==> config.mk <==
export PLATFORM = sky130hd
export DESIGN_NAME = wb_ddr3_stream_bridge_flat
export DESIGN_NICKNAME = d
export VERILOG_FILES = /design/src/rtl/wb_ddr3_stream_bridge_if.sv /design/src/rtl/wb_ddr3_stream_bridge.sv /design/src/flat_wrapper.sv
export SDC_FILE = /design/constraint.sdc
export NUM_CORES = 1
export LEC_CHECK = 0
export ABC_AREA = 1
export BUFFER_PORTS_ARGS = -buffer_cell sky130_fd_sc_hd__buf_2
export CAP_MARGIN = 0
export CORE_MARGIN = 10
export CORE_UTILIZATION = 58
export DETAILED_ROUTE_END_ITERATION = 8
export PLACE_DENSITY = 0.87
export SETUP_SLACK_MARGIN = 0.15
export SLEW_MARGIN = 20
export SYNTH_ARGS = -nofsm -noshare
export SYNTH_HDL_FRONTEND = slang
export SYNTH_SLANG_ARGS = --single-unit
export TNS_END_PERCENT = 30
==> constraint.sdc <==
create_clock -name clk -period 4.9 [get_ports clk]
set_clock_uncertainty 0.05 [all_clocks]
set_input_delay 0.49 -clock clk [delete_from_list [all_inputs] [get_ports clk]]
set_output_delay 0.49 -clock clk [all_outputs]
set_load 0.005 [all_outputs]
==> src/rtl/wb_ddr3_stream_bridge_if.sv <==
// Wishbone classic slave bus as seen by the DDR3 stream bridge.
interface wb_ddr3_stream_bridge_if;
   logic        i_wbs_cyc;
   logic        i_wbs_stb;
   logic        i_wbs_we;
   logic [31:0] i_wbs_adr;
   logic [31:0] i_wbs_dat;
   logic [3:0]  i_wbs_sel;
   logic [31:0] o_wbs_dat;
   logic        o_wbs_ack;

   modport slave (
      input  i_wbs_cyc, i_wbs_stb, i_wbs_we, i_wbs_adr, i_wbs_dat, i_wbs_sel,
      output o_wbs_dat, o_wbs_ack
   );

   modport master (
      output i_wbs_cyc, i_wbs_stb, i_wbs_we, i_wbs_adr, i_wbs_dat, i_wbs_sel,
      input  o_wbs_dat, o_wbs_ack
   );
endinterface

==> src/rtl/wb_ddr3_stream_bridge.sv <==
// Wishbone classic slave that streams one bus cycle into one contiguous
// ddr3_controller transaction through its ping-pong user FIFOs.
//
// state     | meaning
// IDLE      | no transaction; waiting for cyc&stb
// WR_ACQ    | write request up, waiting to own a write FIFO half
// WR_STREAM | pushing accepted beats into the owned write half
// WR_FLUSH  | cycle ended, holding write_en until the controller drains
// RD_ACQ    | read request up, waiting to own the read FIFO half
// RD_STREAM | popping the owned read half onto the bus
module wb_ddr3_stream_bridge #(
   parameter int          DDR_ADDR_WIDTH = 28,
   parameter int          READ_TIMEOUT   = 4096,
   parameter logic [31:0] TIMEOUT_DATA   = 32'hDEADBEEF
) (
   input  logic                      clk,
   input  logic                      rst,
   wb_ddr3_stream_bridge_if.slave    wb,
   output logic                      o_timeout,
   output logic [DDR_ADDR_WIDTH-1:0] address,
   output logic                      write_en,
   output logic                      read_en,
   output logic                      if_write_strobe,
   output logic [31:0]               if_write_data,
   input  logic [1:0]                if_write_ready,
   output logic [1:0]                if_write_activate,
   input  logic [23:0]               if_write_fifo_size,
   input  logic                      if_starved,
   input  logic                      of_read_ready,
   output logic                      of_read_activate,
   input  logic [23:0]               of_read_size,
   input  logic [31:0]               of_read_data,
   output logic                      of_read_strobe
);

   localparam int TMO_W = $clog2(READ_TIMEOUT + 1);
   localparam logic [TMO_W-1:0] TMO_LOAD = TMO_W'(READ_TIMEOUT - 1);

   typedef enum logic [2:0] {
      IDLE, WR_ACQ, WR_STREAM, WR_FLUSH, RD_ACQ, RD_STREAM
   } state_t;

   state_t state, state_nxt;

   logic [23:0]               wr_count, wr_count_nxt;
   logic [23:0]               rd_count, rd_count_nxt;
   logic [TMO_W-1:0]          tmo_cnt, tmo_cnt_nxt;
   logic [DDR_ADDR_WIDTH-1:0] address_nxt;
   logic                      write_en_nxt, read_en_nxt, timeout_nxt;
   logic                      wstb_nxt, rstb_nxt, ack_nxt, ract_nxt;
   logic [1:0]                wact_nxt;
   logic [31:0]               wdata_nxt, dat_nxt;

   logic cyc, accept, start;
   logic wr_acq_go, wr_beat, wr_last, flush_done;
   logic rd_state, rd_acq_go, rd_serve, rd_last, rd_pend, rd_tmo;
   logic unused_wb;

   assign unused_wb = ^{wb.i_wbs_sel, wb.i_wbs_adr[31:DDR_ADDR_WIDTH]};

   assign cyc        = wb.i_wbs_cyc;
   assign accept     = wb.i_wbs_cyc & wb.i_wbs_stb & ~wb.o_wbs_ack;
   assign start      = (state == IDLE) & cyc & wb.i_wbs_stb & ~write_en & ~read_en;
   assign wr_acq_go  = (state == WR_ACQ) & cyc & (if_write_activate == 2'b00)
                       & (if_write_ready != 2'b00);
   assign wr_beat    = (state == WR_STREAM) & accept;
   assign wr_last    = wr_beat & ((wr_count + 24'd1) == if_write_fifo_size);
   assign flush_done = (state == WR_FLUSH) & (if_write_activate == 2'b00)
                       & (if_write_ready == 2'b11) & if_starved;
   assign rd_state   = (state == RD_ACQ) | (state == RD_STREAM);
   assign rd_acq_go  = (state == RD_ACQ) & cyc & of_read_ready & ~of_read_activate;
   assign rd_serve   = (state == RD_STREAM) & accept & (rd_count < of_read_size);
   assign rd_last    = rd_serve & ((rd_count + 24'd1) == of_read_size);
   assign rd_pend    = rd_state & accept;
   assign rd_tmo     = rd_pend & ~rd_serve & (tmo_cnt == '0);

   always_ff @(posedge clk or negedge rst) begin
      if (!rst) state <= IDLE;
      else      state <= state_nxt;
   end

   always_comb begin
      state_nxt = state;
      case (state)
         IDLE:      if (start) state_nxt = wb.i_wbs_we ? WR_ACQ : RD_ACQ;
         WR_ACQ:    if (!cyc) state_nxt = WR_FLUSH;
                    else if (wr_acq_go) state_nxt = WR_STREAM;
         WR_STREAM: if (!cyc) state_nxt = WR_FLUSH;
                    else if (wr_last) state_nxt = WR_ACQ;
         WR_FLUSH:  if (flush_done) state_nxt = IDLE;
         RD_ACQ:    if (!cyc) state_nxt = IDLE;
                    else if (rd_acq_go) state_nxt = RD_STREAM;
         RD_STREAM: if (!cyc) state_nxt = IDLE;
                    else if (rd_last) state_nxt = RD_ACQ;
         default:   state_nxt = IDLE;
      endcase
   end

   always_comb begin
      address_nxt  = address;
      write_en_nxt = write_en;
      read_en_nxt  = read_en;
      wact_nxt     = if_write_activate;
      ract_nxt     = of_read_activate;
      wdata_nxt    = if_write_data;
      dat_nxt      = wb.o_wbs_dat;
      timeout_nxt  = o_timeout;
      wr_count_nxt = wr_count;
      rd_count_nxt = rd_count;
      wstb_nxt     = 1'b0;
      rstb_nxt     = 1'b0;
      ack_nxt      = 1'b0;
      tmo_cnt_nxt  = TMO_LOAD;
      if (rd_pend && !rd_serve && tmo_cnt != '0) tmo_cnt_nxt = tmo_cnt - TMO_W'(1);
      case (state)
         IDLE: if (start) begin
            address_nxt = wb.i_wbs_adr[DDR_ADDR_WIDTH-1:0];
            if (wb.i_wbs_we) write_en_nxt = 1'b1;
            else             read_en_nxt  = 1'b1;
         end
         WR_ACQ: if (wr_acq_go) begin
            wact_nxt     = if_write_ready[0] ? 2'b01 : 2'b10;
            wr_count_nxt = '0;
         end
         WR_STREAM: begin
            if (!cyc) begin
               if (wr_count != '0) wact_nxt = 2'b00;
            end else if (wr_beat) begin
               wdata_nxt    = wb.i_wbs_dat;
               wstb_nxt     = 1'b1;
               ack_nxt      = 1'b1;
               wr_count_nxt = wr_count + 24'd1;
               if (wr_last) wact_nxt = 2'b00;
            end
         end
         // A half acquired but never written is handed back here as well.
         WR_FLUSH: begin
            wact_nxt = 2'b00;
            if (flush_done) write_en_nxt = 1'b0;
         end
         RD_ACQ, RD_STREAM: begin
            if (!cyc) begin
               ract_nxt    = 1'b0;
               read_en_nxt = 1'b0;
            end else begin
               if (rd_acq_go) begin
                  ract_nxt     = 1'b1;
                  rd_count_nxt = '0;
               end
               if (rd_serve) begin
                  dat_nxt      = of_read_data;
                  rstb_nxt     = 1'b1;
                  ack_nxt      = 1'b1;
                  rd_count_nxt = rd_count + 24'd1;
                  if (rd_last) ract_nxt = 1'b0;
               end
               if (rd_tmo) begin
                  dat_nxt     = TIMEOUT_DATA;
                  ack_nxt     = 1'b1;
                  timeout_nxt = 1'b1;
               end
            end
         end
         default: ;
      endcase
   end

   always_ff @(posedge clk or negedge rst) begin
      if (!rst) begin
         address           <= '0;
         write_en          <= 1'b0;
         read_en           <= 1'b0;
         if_write_activate <= 2'b00;
         of_read_activate  <= 1'b0;
         if_write_data     <= '0;
         if_write_strobe   <= 1'b0;
         of_read_strobe    <= 1'b0;
         wb.o_wbs_dat      <= '0;
         wb.o_wbs_ack      <= 1'b0;
         o_timeout         <= 1'b0;
         wr_count          <= '0;
         rd_count          <= '0;
         tmo_cnt           <= '0;
      end else begin
         address           <= address_nxt;
         write_en          <= write_en_nxt;
         read_en           <= read_en_nxt;
         if_write_activate <= wact_nxt;
         of_read_activate  <= ract_nxt;
         if_write_data     <= wdata_nxt;
         if_write_strobe   <= wstb_nxt;
         of_read_strobe    <= rstb_nxt;
         wb.o_wbs_dat      <= dat_nxt;
         wb.o_wbs_ack      <= ack_nxt;
         o_timeout         <= timeout_nxt;
         wr_count          <= wr_count_nxt;
         rd_count          <= rd_count_nxt;
         tmo_cnt           <= tmo_cnt_nxt;
      end
   end

endmodule

==> src/flat_wrapper.sv <==
// flat-port wrapper written by rule: the top's interface ports become plain ports
module wb_ddr3_stream_bridge_flat 
#(
   parameter int          DDR_ADDR_WIDTH = 28,
   parameter int          READ_TIMEOUT   = 4096,
   parameter logic [31:0] TIMEOUT_DATA   = 32'hDEADBEEF
)
  (clk, rst, o_timeout, address, write_en, read_en, if_write_strobe, if_write_data, if_write_ready, if_write_activate, if_write_fifo_size, if_starved, of_read_ready, of_read_activate, of_read_size, of_read_data, of_read_strobe, wb_i_wbs_cyc, wb_i_wbs_stb, wb_i_wbs_we, wb_i_wbs_adr, wb_i_wbs_dat, wb_i_wbs_sel, wb_o_wbs_dat, wb_o_wbs_ack);
  wb_ddr3_stream_bridge_if wb_i ();
  input  logic clk;
  input  logic rst;
  output logic o_timeout;
  output logic [DDR_ADDR_WIDTH-1:0] address;
  output logic write_en;
  output logic read_en;
  output logic if_write_strobe;
  output logic [31:0] if_write_data;
  input  logic [1:0] if_write_ready;
  output logic [1:0] if_write_activate;
  input  logic [23:0] if_write_fifo_size;
  input  logic if_starved;
  input  logic of_read_ready;
  output logic of_read_activate;
  input  logic [23:0] of_read_size;
  input  logic [31:0] of_read_data;
  output logic of_read_strobe;
  input wire logic [$bits(wb_i.i_wbs_cyc)-1:0] wb_i_wbs_cyc;
  input wire logic [$bits(wb_i.i_wbs_stb)-1:0] wb_i_wbs_stb;
  input wire logic [$bits(wb_i.i_wbs_we)-1:0] wb_i_wbs_we;
  input wire logic [$bits(wb_i.i_wbs_adr)-1:0] wb_i_wbs_adr;
  input wire logic [$bits(wb_i.i_wbs_dat)-1:0] wb_i_wbs_dat;
  input wire logic [$bits(wb_i.i_wbs_sel)-1:0] wb_i_wbs_sel;
  output wire logic [$bits(wb_i.o_wbs_dat)-1:0] wb_o_wbs_dat;
  output wire logic [$bits(wb_i.o_wbs_ack)-1:0] wb_o_wbs_ack;
  assign wb_i.i_wbs_cyc = wb_i_wbs_cyc;
  assign wb_i.i_wbs_stb = wb_i_wbs_stb;
  assign wb_i.i_wbs_we = wb_i_wbs_we;
  assign wb_i.i_wbs_adr = wb_i_wbs_adr;
  assign wb_i.i_wbs_dat = wb_i_wbs_dat;
  assign wb_i.i_wbs_sel = wb_i_wbs_sel;
  assign wb_o_wbs_dat = wb_i.o_wbs_dat;
  assign wb_o_wbs_ack = wb_i.o_wbs_ack;
  wb_ddr3_stream_bridge #(.DDR_ADDR_WIDTH(DDR_ADDR_WIDTH), .READ_TIMEOUT(READ_TIMEOUT), .TIMEOUT_DATA(TIMEOUT_DATA)) u_core (.clk(clk), .rst(rst), .wb(wb_i), .o_timeout(o_timeout), .address(address), .write_en(write_en), .read_en(read_en), .if_write_strobe(if_write_strobe), .if_write_data(if_write_data), .if_write_ready(if_write_ready), .if_write_activate(if_write_activate), .if_write_fifo_size(if_write_fifo_size), .if_starved(if_starved), .of_read_ready(of_read_ready), .of_read_activate(of_read_activate), .of_read_size(of_read_size), .of_read_data(of_read_data), .of_read_strobe(of_read_strobe));
endmodule
==> results_dict.tcl <==
set metrics [dict create \
    violations "negative hold slack" \
    dieArea_mm2 0.02183 \
    cts.clk_slew.worst_paths_ns 0.07 \
    holdBufCountCts 0 \
    layout_commonest_cell "nand2_1" \
    clockPowerShare_pct 23.0 \
    via_per_inst 5.385 \
    reg2regPathDepth 14 \
    nFillCells 1318 \
    worst_skew_pair.late_latency_ns 0.43 \
    p_comb_share_pct 36.5 \
    ys_seq_elements 165 \
    final_cell_mix "394 x nand2_1, 248 x buf_2, 165 x dfrtp_1" \
    tns_ns 0 \
    cts_setup_buffers 0 \
    htree_levels 4 \
    post_cts_resized 0 \
    drive_above_1_share_pct 24.75 \
    clockBufferDepth 2 \
    dp_slack_ns 1.441 \
    grt_pass1_wl_um 44550 \
    crit_fanout 18 \
    rsz0062_at_grt "false" \
    ant_nets 0 \
    internal-power_mw 3.565 \
    antenna_found_initial 4 \
    overflow 0 \
    r2r-start "u_core.rd_count[3]" \
    die-width_um 147.8 \
    dr.first_iter.drc_count 781 \
    rows 46 \
    period_minus_slack_ns 3.381 \
    track_usage_pct 24.97 \
    async_reset_ff_share_pct 100.0 \
    io_pins 258 \
    synth_top_area_share_pct 43.61 \
    cts.sink_count 165 \
    critPathArrivalTime_ns 3.68 \
    placed_cell_area_mm2 0.01091 \
    globalplace.congestion 0.9063 \
    dieHeight_um 147.8 \
    vias 9192 \
    cp-start-kind "flop" \
    wl_met3_um 2475 \
    hold_slack_ns -0.004361 \
    initial_core_util_pct 59.39 \
    hold_class "in2async" \
    cts-root-buf "clkbuf_16" \
    ys_seq_area_share_pct 43.61 \
    wire_per_inst_um 16.25 \
    p_sw_mw 2.289 \
    core_area_mm2 0.01594 \
    setup_ws_ns 1.519 \
    critPathMaxStageDelay_ns 0.58 \
    yosys-top-cells-area "dfrtp_1 44%, nand2_1 16%, inv_1 6.3%" \
    vdd_ir_drop_max_uv 353.9 \
    slew_headroom_pct 42.53 \
    area_delta_synth_final_pct 21.45 \
    yosysUniqueCellTypes 45 \
    cpMostUsedCell "nand2_1" \
    highest_layer "met4" \
    first_pass_iters 8 \
    worstPathCellList "ha_1, nand2_1, o21ai_0, nand2_1, nand2_1, nand2_1, nand2_1, nand2_1, nand2_1, nand2_1, buf_4, inv_1, nand2_1, o21ai_0" \
    synth_edf_count 0 \
    slew_violations 0 \
    outcome "complete, but fails checks" \
    remaining_drc_errors 0 \
    syn_area_mm2 0.009468 \
    dr_wl_met2_um 13760 \
    powerDensity_mw_per_mm2 509.1 \
    power_switching_share_pct 39.10 \
    routed_wl_um 27750 \
    numPortBuffers 249 \
    p_leak_nw 6.103 \
    fmaxAchievable_ghz 0.2958 \
    postSynthCellCount 1228 \
    design_area_mm2 0.01150 \
    drt-met1-wl_um 10780 \
    synth_top_cell_by_area "dfrtp_1" \
    path_class "reg2reg" \
    dp_hpwl_um 21300 \
    postSynthAreaPerCell_um2 7.710 \
    grt_max_degree 74 \
    setup_violations 0 \
    synth_nets 1413 \
    rr_endpoint "u_core.rd_count[7]" \
    nets 1659 \
    max_slew.worst_pin.slew_ns 0.8621 \
    cts_tree "built" \
    cp-end-kind "flop" \
    min_period_over_period_pct 69.00 \
    synth_warnings 0 \
    grt_pass1_vias 9161 \
    maxCapViolations 0 \
    cp.required_ns 5.20 \
    ys.flop_type "dfrtp_1" \
    crit_slowest_cell "nand2_1" \
    cts_buffers 17 \
    p_seq_share_pct 40.5 \
    r2r_slack_ns 1.52 \
    finalHoldViolCount 1 \
]
-- worst max-delay path by stage --
stage,from,endpoint,slack (ns),cells past startpoint
2_1_floorplan,of_read_size[15],u_core.state[0],2.80,14
3_3_place_gp,of_read_size[3],u_core.tmo_cnt[8],1.47,14
3_5_place_dp,of_read_size[3],u_core.tmo_cnt[8],1.44,14
4_1_cts,u_core.rd_count[3],u_core.rd_count[7],1.59,14
5_1_grt,u_core.rd_count[3],u_core.tmo_cnt[8],1.24,12
6_report,u_core.rd_count[3],u_core.rd_count[7],1.52,14
-- per-stage QoR --
stage               utilization, %  std cells  total power, mW
floorplan                        -       1228            3.586
global placement             68.42       1671            4.376
detailed placement           68.42       1671            4.495
CTS                          72.05       1703            5.860
global route                 72.09       1705            6.272
finish                       72.12       1707            5.854
-- cells in the mapped netlist, types with 2 or more instances --
cell and n:
nand4_1 15, nor4_1 6, o21ai_1 11, ha_1 28, dfrtp_1 165, nand3_2 2
inv_1 159, and2_1 3, nor2_1 88, o21ai_0 40, mux2_2 28, o22ai_1 58
o21ai_2 2, nor2_4 5, buf_4 3, nand3_1 79, xor2_1 13, nand2_4 2
a211oi_1 2, xnor2_1 5, clkinv_1 3, buf_2 9, nor2_2 13, inv_2 8
or2_2 2, nand3b_1 10, buf_1 2, o21a_1 2, nand2_1 395, nand2_2 13
a21oi_1 15, nor3_1 12, xnor3_1 5, clkbuf_1 14
-- power by group through the flow --
stage / registers [mW] / logic (mW) / clock network, mW
final: 2.37 / 2.14 / 1.35
after detailed placement: 2.37 / 2.13 / 0
after floorplan: 2.31 / 1.28 / 0
after global placement: 2.33 / 2.04 / 0
after global routing: 2.44 / 2.41 / 1.42
after CTS: 2.36 / 2.14 / 1.36
-- sequential cells by signal (all words and copies together) (netlist names) --
signal / count
u_core.of_read_activate: 1
u_core.wr_count: 24
u_core.of_read_strobe: 1
u_core.state: 3
u_core.write_en: 1
u_core.if_write_strobe: 1
u_core.rd_count: 24
u_core.tmo_cnt: 13
u_core.wb.o_wbs_dat: 32
u_core.read_en: 1
u_core.if_write_activate: 2
u_core.wb.o_wbs_ack: 1
u_core.o_timeout: 1
u_core.address: 28
u_core.if_write_data: 32
-- cell type report --
cell class | count | area (µm²) | area share [%]
Inverter | 170 | 638.1 | 5.550
Tap cell | 216 | 270.3 | 2.350
Multi-Input combinational cell | 865 | 4576 | 39.79
Timing Repair Buffer | 255 | 1297 | 11.28
Clock inverter | 13 | 135.1 | 1.175
Antenna cell | 4 | 10.01 | 0.08705
Clock buffer | 19 | 442.9 | 3.852
Sequential cell | 165 | 4129 | 35.91
-- worst max-delay path, delay by kind of cell, from the launching register on --
family / cells / cell delay, ns
and+or+nand+nor: 9 / 1.68
adders and majority gates: 1 / 0.33
buffers and inverters: 2 / 0.49
AOI/OAI and AO/OA: 2 / 0.29
DFF: 1 / 0.45
-- kinds of logic after synthesis --
| family | share of synthesized area, % |
|---|---|
| and+or+nand+nor | 29.79 |
| buffers and inverters | 8.088 |
| DFF | 43.61 |
| AOI/OAI and AO/OA | 8.458 |
| muxes | 3.330 |
| adders and majority gates | 3.700 |
| xor gates and xnor gates | 3.026 |
-- routing by layer --
metal  GRT usage (%)  vias up
met5               0        -
met4           9.167        0
met3           8.181       58
met2           42.52      416
met1           28.72     4254
li1                -     4464
Power figures use the tool's default switching activity.
